--- src/rtl/mux_sweep_checker_settle_timer.sv ---
// Loadable down-counter that paces how long each vector is held.
// zero is high once the count reaches 0.
module settle_timer #(
   parameter int SETTLE = 4
) (
   input  logic clk,
   input  logic reset,
   input  logic load,
   input  logic dec,
   output logic zero
);

   localparam int CW = (SETTLE > 1) ? $clog2(SETTLE) : 1;

   logic [CW-1:0] cnt;

   always_ff @(posedge clk or posedge reset) begin
      if (reset) begin
         cnt <= '0;
      end else if (load) begin
         cnt <= CW'(SETTLE - 1);
      end else if (dec) begin
         cnt <= cnt - CW'(1);
      end
   end

   assign zero = (cnt == '0);

endmodule

--- config.mk ---
export PLATFORM = sky130hd
export DESIGN_NAME = settle_timer
export DESIGN_NICKNAME = d
export VERILOG_FILES = /design/src/rtl/mux_sweep_checker_settle_timer.sv
export SDC_FILE = /design/constraint.sdc
export NUM_CORES = 1
export LEC_CHECK = 0
export CORE_AREA = 5 5 42 44
export CTS_CLUSTER_SIZE = 28
export DETAILED_ROUTE_END_ITERATION = 10
export DIE_AREA = 0 0 47 49
export PLACE_DENSITY = 0.3
export SLEW_MARGIN = 20
export SYNTH_ARGS = -nofsm -noshare
export SYNTH_HDL_FRONTEND = slang
export SYNTH_SLANG_ARGS = --single-unit
export TNS_END_PERCENT = 50
--- constraint.sdc ---
create_clock -name clk -period 2.4 [get_ports clk]
set_clock_uncertainty 0.2 [all_clocks]
set_input_delay 0.24 -clock clk [delete_from_list [all_inputs] [get_ports clk]]
set_output_delay 0.24 -clock clk [all_outputs]
set_load 0.02 [all_outputs]
==> impl_metrics.py <==
metrics = {
    "clocking": {
        "cts_tree": "done",
        "htree_levels": 1,
        "clock_latency_ns": 0.22,
        "cts.clk_slew.worst_paths_ns": 0.03,
        "cts_resized": 0,
        "cts_root_buffer": "clkbuf_4",
        "clk_path_buf_depth": 2,
        "cts_sinks": 2,
        "cts_buffers": 3,
    },
    "routing": {
        "ant_nets": 0,
        "wirelength_um": 235,
        "via_per_inst": 2.66,
        "wire_per_inst_um": 6.71,
        "drt_iter0_drc": 1,
        "vias": 93,
        "drc": 0,
        "dr.pass1.iters": 2,
    },
    "die": {
        "start_util_pct": 7.59,
        "core-area_sq_mm": 0.00140,
        "die_w_um": 47,
        "die_area_sq_mm": 0.00230,
        "rows": 14,
        "ios": 5,
        "fp.dieH_um": 49,
    },
    "global_route": {
        "grt_pass1_wl_um": 372,
        "grt_usage_pct": 2.96,
        "grt_overflow": 0,
        "grt_max_degree": 4,
        "antenna_found_initial": 0,
        "grt_pass1_vias": 104,
    },
    "cells_and_area": {
        "synthToLayoutAreaGrowth_pct": 87.1,
        "drive_above_1_share_pct": 15.8,
        "num_antenna_cells": 0,
        "regMostFlops": "cnt",
        "largest_register_ffs": 2,
        "final_cells": 35,
        "nets": 26,
        "reg.largest.list": "cnt (2)",
    },
    "sta": {
        "worstMarginPinSlew_ns": 0.213,
        "finalCriticalPeriod_ns": 1.83,
        "clock.fmax_mhz": 545,
        "hold_violations": 0,
        "final-setup-viol-count": 0,
        "finalCritPeriodShare_pct": 76.4,
        "timing.hold.ws_ns": 0.334,
        "rsz0062_at_grt": "false",
        "slew_violations": 0,
        "setup_ws_ns": 0.566,
        "worst_slew_margin_rel_pct": 85.7,
        "tns_ns": 0,
    },
    "logic_synthesis": {
        "ys_seq_area_share_pct": 47.1,
        "synth_seq_cells": 2,
        "ys.warnings.count": 0,
        "synth_cell_types": 8,
        "syn_area_sq_um": 106,
        "synth.net_count": 16,
        "syn_area_per_cell_sq_um": 9.67,
        "synthesis.instances": 11,
    },
    "placement": {
        "pre_cts_ws_ns": 0.789,
        "gp_congestion": 0.544,
        "port_buffers": 4,
        "dp_hpwl_um": 178,
        "place_inst": 31,
    },
    "setup_path": {
        "cp_max_fo": 2,
        "startpoint_type": "register",
        "arrival_ns": 1.39,
        "cp.required_ns": 1.96,
        "end_kind": "output port",
        "worstSetupPathType": "reg2out",
    },
    "min_path": {
        "hp-class": "reg2reg",
    },
    "power": {
        "power_density_mw_per_mm2": 651,
        "power_uw": 129,
        "p_leak_nw": 0.0950,
        "vdd_drop_max_uv": 160,
    },
    "outcome": {
        "status": "complete, no violations",
    },
    "flow_run": {
        "drv_cap": 0,
    },
}
[layout by cell type, fill, tap and decap left out]
cell / instances
a21o_1: 1
clkbuf_4: 3
clkdlybuf4s50_1: 4
dfrtp_1: 2
dlygate4sd3_1: 1
ha_1: 1
inv_1: 3
nand2_1: 1
nand2b_1: 1
or2_1: 1
xnor2_1: 1
[cell families (layout without fill, tap and decap cells)]
logic type	after synthesis	count (layout)	synth area share, %
buffers and inverters	3	11	10.6
AOI/OAI and AO/OA	1	1	7.06
and+or+nand+nor	3	3	15.3
DFF	2	2	47.1
adders and majority gates	1	1	11.8
xor gates and xnor gates	1	1	8.24
[worst max-delay path, cell delays in order (launching register included)]
cell and delay [ns]:
dfrtp_1 0.38, inv_1 0.06, ha_1 0.13, clkdlybuf4s50_1 0.60
[metrics by stage]
stage                     cell area [sq um]  util [%]
after detailed placement                166      11.9
after global routing                    199      14.2
after global placement                  166      11.9
final                                   199      14.2
after CTS                               199      14.2
after floorplan                         106         -
[per-layer routing]
layer	up-vias	wire length, um	GRT usage [%]
met2	5	88	1.58
met4	0	0	5.53
met5	-	0	0
met3	0	34	3.32
met1	39	113	3.07
li1	49	-	-
[layout make-up]
class / instances / area [sq um]
timing repair buffer: 5 / 50.0
sequential: 2 / 50.0
fill: 170 / 1200
inverter: 3 / 11.3
multi-input combinational: 6 / 45.0
clock buffer: 3 / 22.5
tap: 16 / 20.0
[repair_timing]
action                                  CTS  global route
hold endpoints to repair                  2             0
endpoints found under the setup margin    0             0
setup buffers                             0             0
hold buffers                              1             0
[Yosys cell counts (all sizes together)]
cell type / number / share of area (%)
inv: 3 / 11
dfrtp: 2 / 47
a21o: 1 / 7.1
ha: 1 / 12
nand2: 1 / 3.5
nand2b: 1 / 5.9
or2: 1 / 5.9
xnor2: 1 / 8.2
[power by group]
group          leakage [nW]  switching [mW]  internal, mW  total (mW)
sequential           0.0196         0.00176        0.0370      0.0388
combinational        0.0616         0.00692        0.0112      0.0181
clock                0.0138          0.0176        0.0550      0.0726
[final timing paths]
| path | startpoint | end | slack (ns) | cells after the start |
|---|---|---|---|---|
| max in group asynchronous | reset | cnt[1] | 1.33 | 3 |
| min | cnt[0] | cnt[0] | 0.33 | 2 |
| min in group asynchronous | reset | cnt[0] | 0.55 | 3 |
| min reg2reg | cnt[0] | cnt[0] | 0.33 | 2 |
| max reg2reg | cnt[0] | cnt[1] | 1.22 | 4 |
| max | cnt[0] | zero | 0.57 | 3 |
Power figures use the tool's default switching activity.
==> RTL change 1: new RTL, same flow settings <==
Register the output `zero`, cleared by the reset; this adds one clock of latency there.
--- a/src/rtl/mux_sweep_checker_settle_timer.sv
+++ b/src/rtl/mux_sweep_checker_settle_timer.sv
@@ -24,7 +24,13 @@
       end
    end
 
-   assign zero = (cnt == '0);
+   always_ff @(posedge clk or posedge reset) begin
+      if (reset) begin
+         zero <= '0;
+      end else begin
+         zero <= (cnt == '0);
+      end
+   end
 
 endmodule
 
Behaviour: not the same (a bounded check fails within 4 cycles, from zero or initial values and one cycle with reset high).
==> RTL change 1 against the unedited design <==
Sequential cell count increased by 1; count of clock-buffer cells in the layout rose by 1; area after synthesis grew 24%; design area increased by 14%; non-clock buffer count unchanged; routed wire length rose by 5.5%; die area unchanged; power rose by 25%; setup slack improved by 0.25 ns; critical path type unchanged.
==> RTL change 1: results (changes against the unedited design) <==
- Status: finished clean (unchanged)
- Register area share after synthesis: 0.5714 (was 0.4706)
- Share of post-route cells with drive strength above 1: 0.1429 (was 0.1579)
- DP Area: 191.4 um2 (was 166.4 um2)
- Max reg flops: 2 (unchanged)
- R2R depth: 4 (unchanged)
- DR WL/cell: 6.703 um (was 6.714 um)
- IO buf count: 4 (unchanged)
- Met3 Use GR: 0.05535 (was 0.03321)
- VDD IR max: 0.1723 mV (was 0.1601 mV)
- Final-stage net count: 27 (was 26)
- GPL Wtd Cong: 0.5813 (was 0.5436)
- Post-synth top cells: dfrtp_1 (3), inv_1 (3) (was inv_1 (3), dfrtp_1 (2))
- Placed insts: 32 (was 31)
- First-pass GRT wire length: 476 um (was 372 um)
- Clk_lat worst skew: 0.23 ns
- Pleak: 0.1100 nW (was 0.09497 nW)
- Final-layout fill cell count: 165 (was 170)
- Hold Slack: 0.3174 ns (was 0.3336 ns)
- Synth Area in Adders: 0.09524 (was 0.1176)
- Fin cells: 37 (was 35)
- PostCTS Resize Cnt: 0 (unchanged)
- Synth Area per Inst: 10.95 um2 (was 9.668 um2)
- Synth top area cells: dfrtp_1 (57%), ha_1 (9.5%), inv_1 (8.6%), xnor2_1 (6.7%), a21o_1 (5.7%) (was dfrtp_1 (47%), ha_1 (12%), inv_1 (11%), xnor2_1 (8.2%), a21o_1 (7.1%))
- Share of the synthesized area in the top cell type: 0.5714 (was 0.4706)
- Vias/cell: 2.919 (was 2.657)
- Post-synthesis compound-gate area fraction: 0.05714 (was 0.07059)
- Met1 Usage GRT: 0.03091 (was 0.03070)
- 1st-iter DRT viols: 1 (unchanged)
- Worst slack, placed: 0.9944 ns (was 0.7887 ns)
- Syn_nets: 17 (was 16)
- Slew @ Worst Pin: 0.2100 ns (was 0.2134 ns)
- Biggest regs: cnt x2, zero x1 (was cnt x2)
- Sequential cell power: 0.0000562 W (was 0.0000388 W)
- Post-synthesis xor/xnor area fraction: 0.06667 (was 0.08235)
- CTS H-tree lvls: 1 (unchanged)
- Vias in the first global route: 116 (was 104)
- Switching Fraction: 0.2118 (was 0.2028)
- First-pass DRT Iterations: 2 (unchanged)
- CP startpoint: zero (was cnt[0])
- Crit Path Max Fanout: 1 (was 2)
- Met2 Track Usage GR: 0.03394 (was 0.01584)
- Tot GR Track Use: 0.03738 (was 0.02956)
- Flop pwr share: 0.347 (was 0.299)
- EDFF count, synth: 0 (unchanged)
## RTL change 1: metal layers
metal  wire [um]  part of all wire
met1         124              0.50
met2          85              0.34
met3          38              0.15
met4           0                 0
met5           0                 0
## RTL change 1: how the worst max path moves through the flow
stage | to | slack [ns]
floorplan | cnt[1] | 1.27
global placement | cnt[1] | 1.00
detailed placement | cnt[1] | 0.99
CTS | zero | 0.79
global route | zero | 0.77
finish | zero | 0.81
## RTL change 1: cells by family after synthesis
logic type / Yosys count
AND/OR/NAND/NOR: 3
AO/OA/AOI/OAI: 1
XOR/XNOR: 1
buffers and inverters: 3
flip-flops: 3
adder cells (fa/ha/maj): 1
## RTL change 1: area by class of cell
type | count | area [um2] | area share
clock buffer | 4 | 26.28 | 0.1154
inverter | 3 | 11.26 | 0.04945
multi-input combinational | 6 | 45.04 | 0.1978
sequential | 3 | 75.07 | 0.3297
tap | 16 | 20.02 | 0.08791
timing repair buffer | 5 | 50.05 | 0.2198
==> RTL change 2: new RTL, config.mk and constraints unchanged <==
Without the edit above. Change the parameter `SETTLE` from 4 to 8.
--- a/src/rtl/mux_sweep_checker_settle_timer.sv
+++ b/src/rtl/mux_sweep_checker_settle_timer.sv
@@ -1,7 +1,7 @@
 // Loadable down-counter that paces how long each vector is held.
 // zero is high once the count reaches 0.
 module settle_timer #(
-   parameter int SETTLE = 4
+   parameter int SETTLE = 8
 ) (
    input  logic clk,
    input  logic reset,
Function: changed (a bounded check fails within 10 cycles, from zero or initial values and one cycle with reset high).
==> RTL change 2 against the unedited design <==
Routed wire length up 30%; largest power group unchanged; largest cell class unchanged; power up 25%; die area unchanged; count of clock-buffer cells in the layout up 1; synthesized cell count up 55%; highest routed layer is now met4; design area up 31%; area after synthesis up 55%; setup slack worse by 0.15 ns; sequential cell count up 1; critical path type unchanged.
==> RTL change 2: results (changes against the unedited design) <==
- Status: finished clean (unchanged)
- Synth area leader: dfrtp_1 (unchanged)
- Initial antenna violation count: 0 (unchanged)
- Worst Hold Class: register to register (unchanged)
- Final Hold Fails: 0 (unchanged)
- Met1 Usage GRT: 0.03974 (was 0.03070)
- Setup Fix Bufs, Post-CTS: 0 (unchanged)
- Synth warnings: 0 (unchanged)
- Pleak: 0.1297 nW (was 0.09497 nW)
- Clk_lat worst skew: 0.23 ns
- Met3 Use GR: 0.02214 (was 0.03321)
- Critical Path AT: 1.54 ns (was 1.39 ns)
- GPL Wtd Cong: 0.5727 (was 0.5436)
- Root Driver: clkbuf_4 (unchanged)
- Hold_buf cts: 1 (unchanged)
- VDD IR max: 0.1797 mV (was 0.1601 mV)
- Dpl hpwl: 265.7 um (was 177.9 um)
- Vias in the first global route: 140 (was 104)
- Crit Path Max Fanout: 2 (unchanged)
- DP Area: 225.2 um2 (was 166.4 um2)
- Clock-pin slew of the registers on the worst-case setup and hold paths: 0.03 ns (about the same)
- IO buf count: 4 (unchanged)
- Netlist cell types: 8 (unchanged)
- Met2 Track Usage GR: 0.04299 (was 0.01584)
- Antenna diodes: 0 (unchanged)
- Synth top area cells: dfrtp_1 (45%), ha_1 (15%), a21o_1 (9.1%), inv_1 (9.1%), or2_1 (7.6%) (was dfrtp_1 (47%), ha_1 (12%), inv_1 (11%), xnor2_1 (8.2%), a21o_1 (7.1%))
- CTS Buf Count: 3 (unchanged)
- 1st-iter DRT viols: 0 (was 1)
- Max Root-Sink Buffers: 2 (unchanged)
- R2R depth: 5 (was 4)
- Final-stage net count: 33 (was 26)
- Biggest regs: cnt x3 (was cnt x2)
- First-pass DRT Iterations: 1 (was 2)
- Vias/cell: 3.119 (was 2.657)
- CTS H-tree lvls: 1 (unchanged)
- Largest net degree at the start of global routing: 6 (was 4)
- Post-synth top cells: inv_1 (4), dfrtp_1 (3) (was inv_1 (3), dfrtp_1 (2))
- Relative slew margins: 0.8587 (was 0.8573)
- Ys async rst share: 1.000 (unchanged)
- Worst slack, placed: 0.6377 ns (was 0.7887 ns)
- Register area share after synthesis: 0.4545 (was 0.4706)
- Share of post-route cells with drive strength above 1: 0.1154 (was 0.1579)
- WHS Path Cells: 2 (unchanged)
- Tot GR Track Use: 0.03879 (was 0.02956)
- First-pass GRT wire length: 545 um (was 372 um)
- PostCTS Resize Cnt: 0 (unchanged)
- Syn_nets: 23 (was 16)
- Synth Flop Type: dfrtp_1 (unchanged)
- Routed wire length: 306 um (was 235 um)
-- RTL change 2: changes by cell type in the layout (fill, tap and decap cells not counted) --
| cell | change |
|---|---|
| or2_1 | +1 |
| inv_1 | +1 |
| dfrtp_1 | +1 |
| nand2_1 | +1 |
| clkbuf_1 | +1 |
| a21o_1 | +1 |
| ha_1 | +1 |
-- RTL change 2: where the power goes --
part           switching (W)  leakage (nW)  internal [W]
clock network      0.0000249        0.0150     0.0000622
logic             0.00000723        0.0863     0.0000111
registers         0.00000171        0.0284     0.0000542
total              0.0000339         0.130      0.000128
-- RTL change 2: cells by family (layout without fill, tap and decap cells) --
family | count (synthesis) | in the layout | synth area share
and+or+nand+nor | 5 | 5 | 0.1591
buffers and inverters | 4 | 13 | 0.09088
DFF | 3 | 3 | 0.4545
adders and majority gates | 2 | 2 | 0.1515
AOI/OAI and AO/OA | 2 | 2 | 0.09088
xor gates and xnor gates | 1 | 1 | 0.05304
-- RTL change 2: final cells by class --
cell class	count	area (um2)
inverter	4	15.01
timing repair buffer	5	50.05
clock buffer	4	26.28
fill	163	1140
sequential	3	75.07
tap	16	20.02
multi-input combinational	10	75.07
-- RTL change 2: worst paths after layout --
check	startpoint	end	slack (ns)
max reg2reg	cnt[0]	cnt[2]	1.04
max	cnt[0]	zero	0.42
min	cnt[0]	cnt[0]	0.33
max in group asynchronous	reset	cnt[0]	1.34
min in group asynchronous	reset	cnt[1]	0.53
min reg2reg	cnt[0]	cnt[0]	0.33
-- RTL change 2: routing by layer --
layer	share of wire	up-vias	wire (um)
li1	-	68	-
met1	0.43	54	133
met2	0.40	7	122
met3	0.11	2	34
met4	0.049	0	15
met5	0	-	0
-- RTL change 2: metrics by stage --
stage / std cells / hold WS (ns)
CTS: 42 / 0.3272
global route: 42 / 0.3493
floorplan: 17 / -0.2064
detailed placement: 37 / 0.2254
global placement: 37 / 0.2225
finish: 42 / 0.3262
-- RTL change 2: critical path: stages (launching register included) --
cell,delay [ns]
dfrtp_1,0.37
inv_1,0.06
ha_1,0.14
ha_1,0.14
clkdlybuf4s50_1,0.60
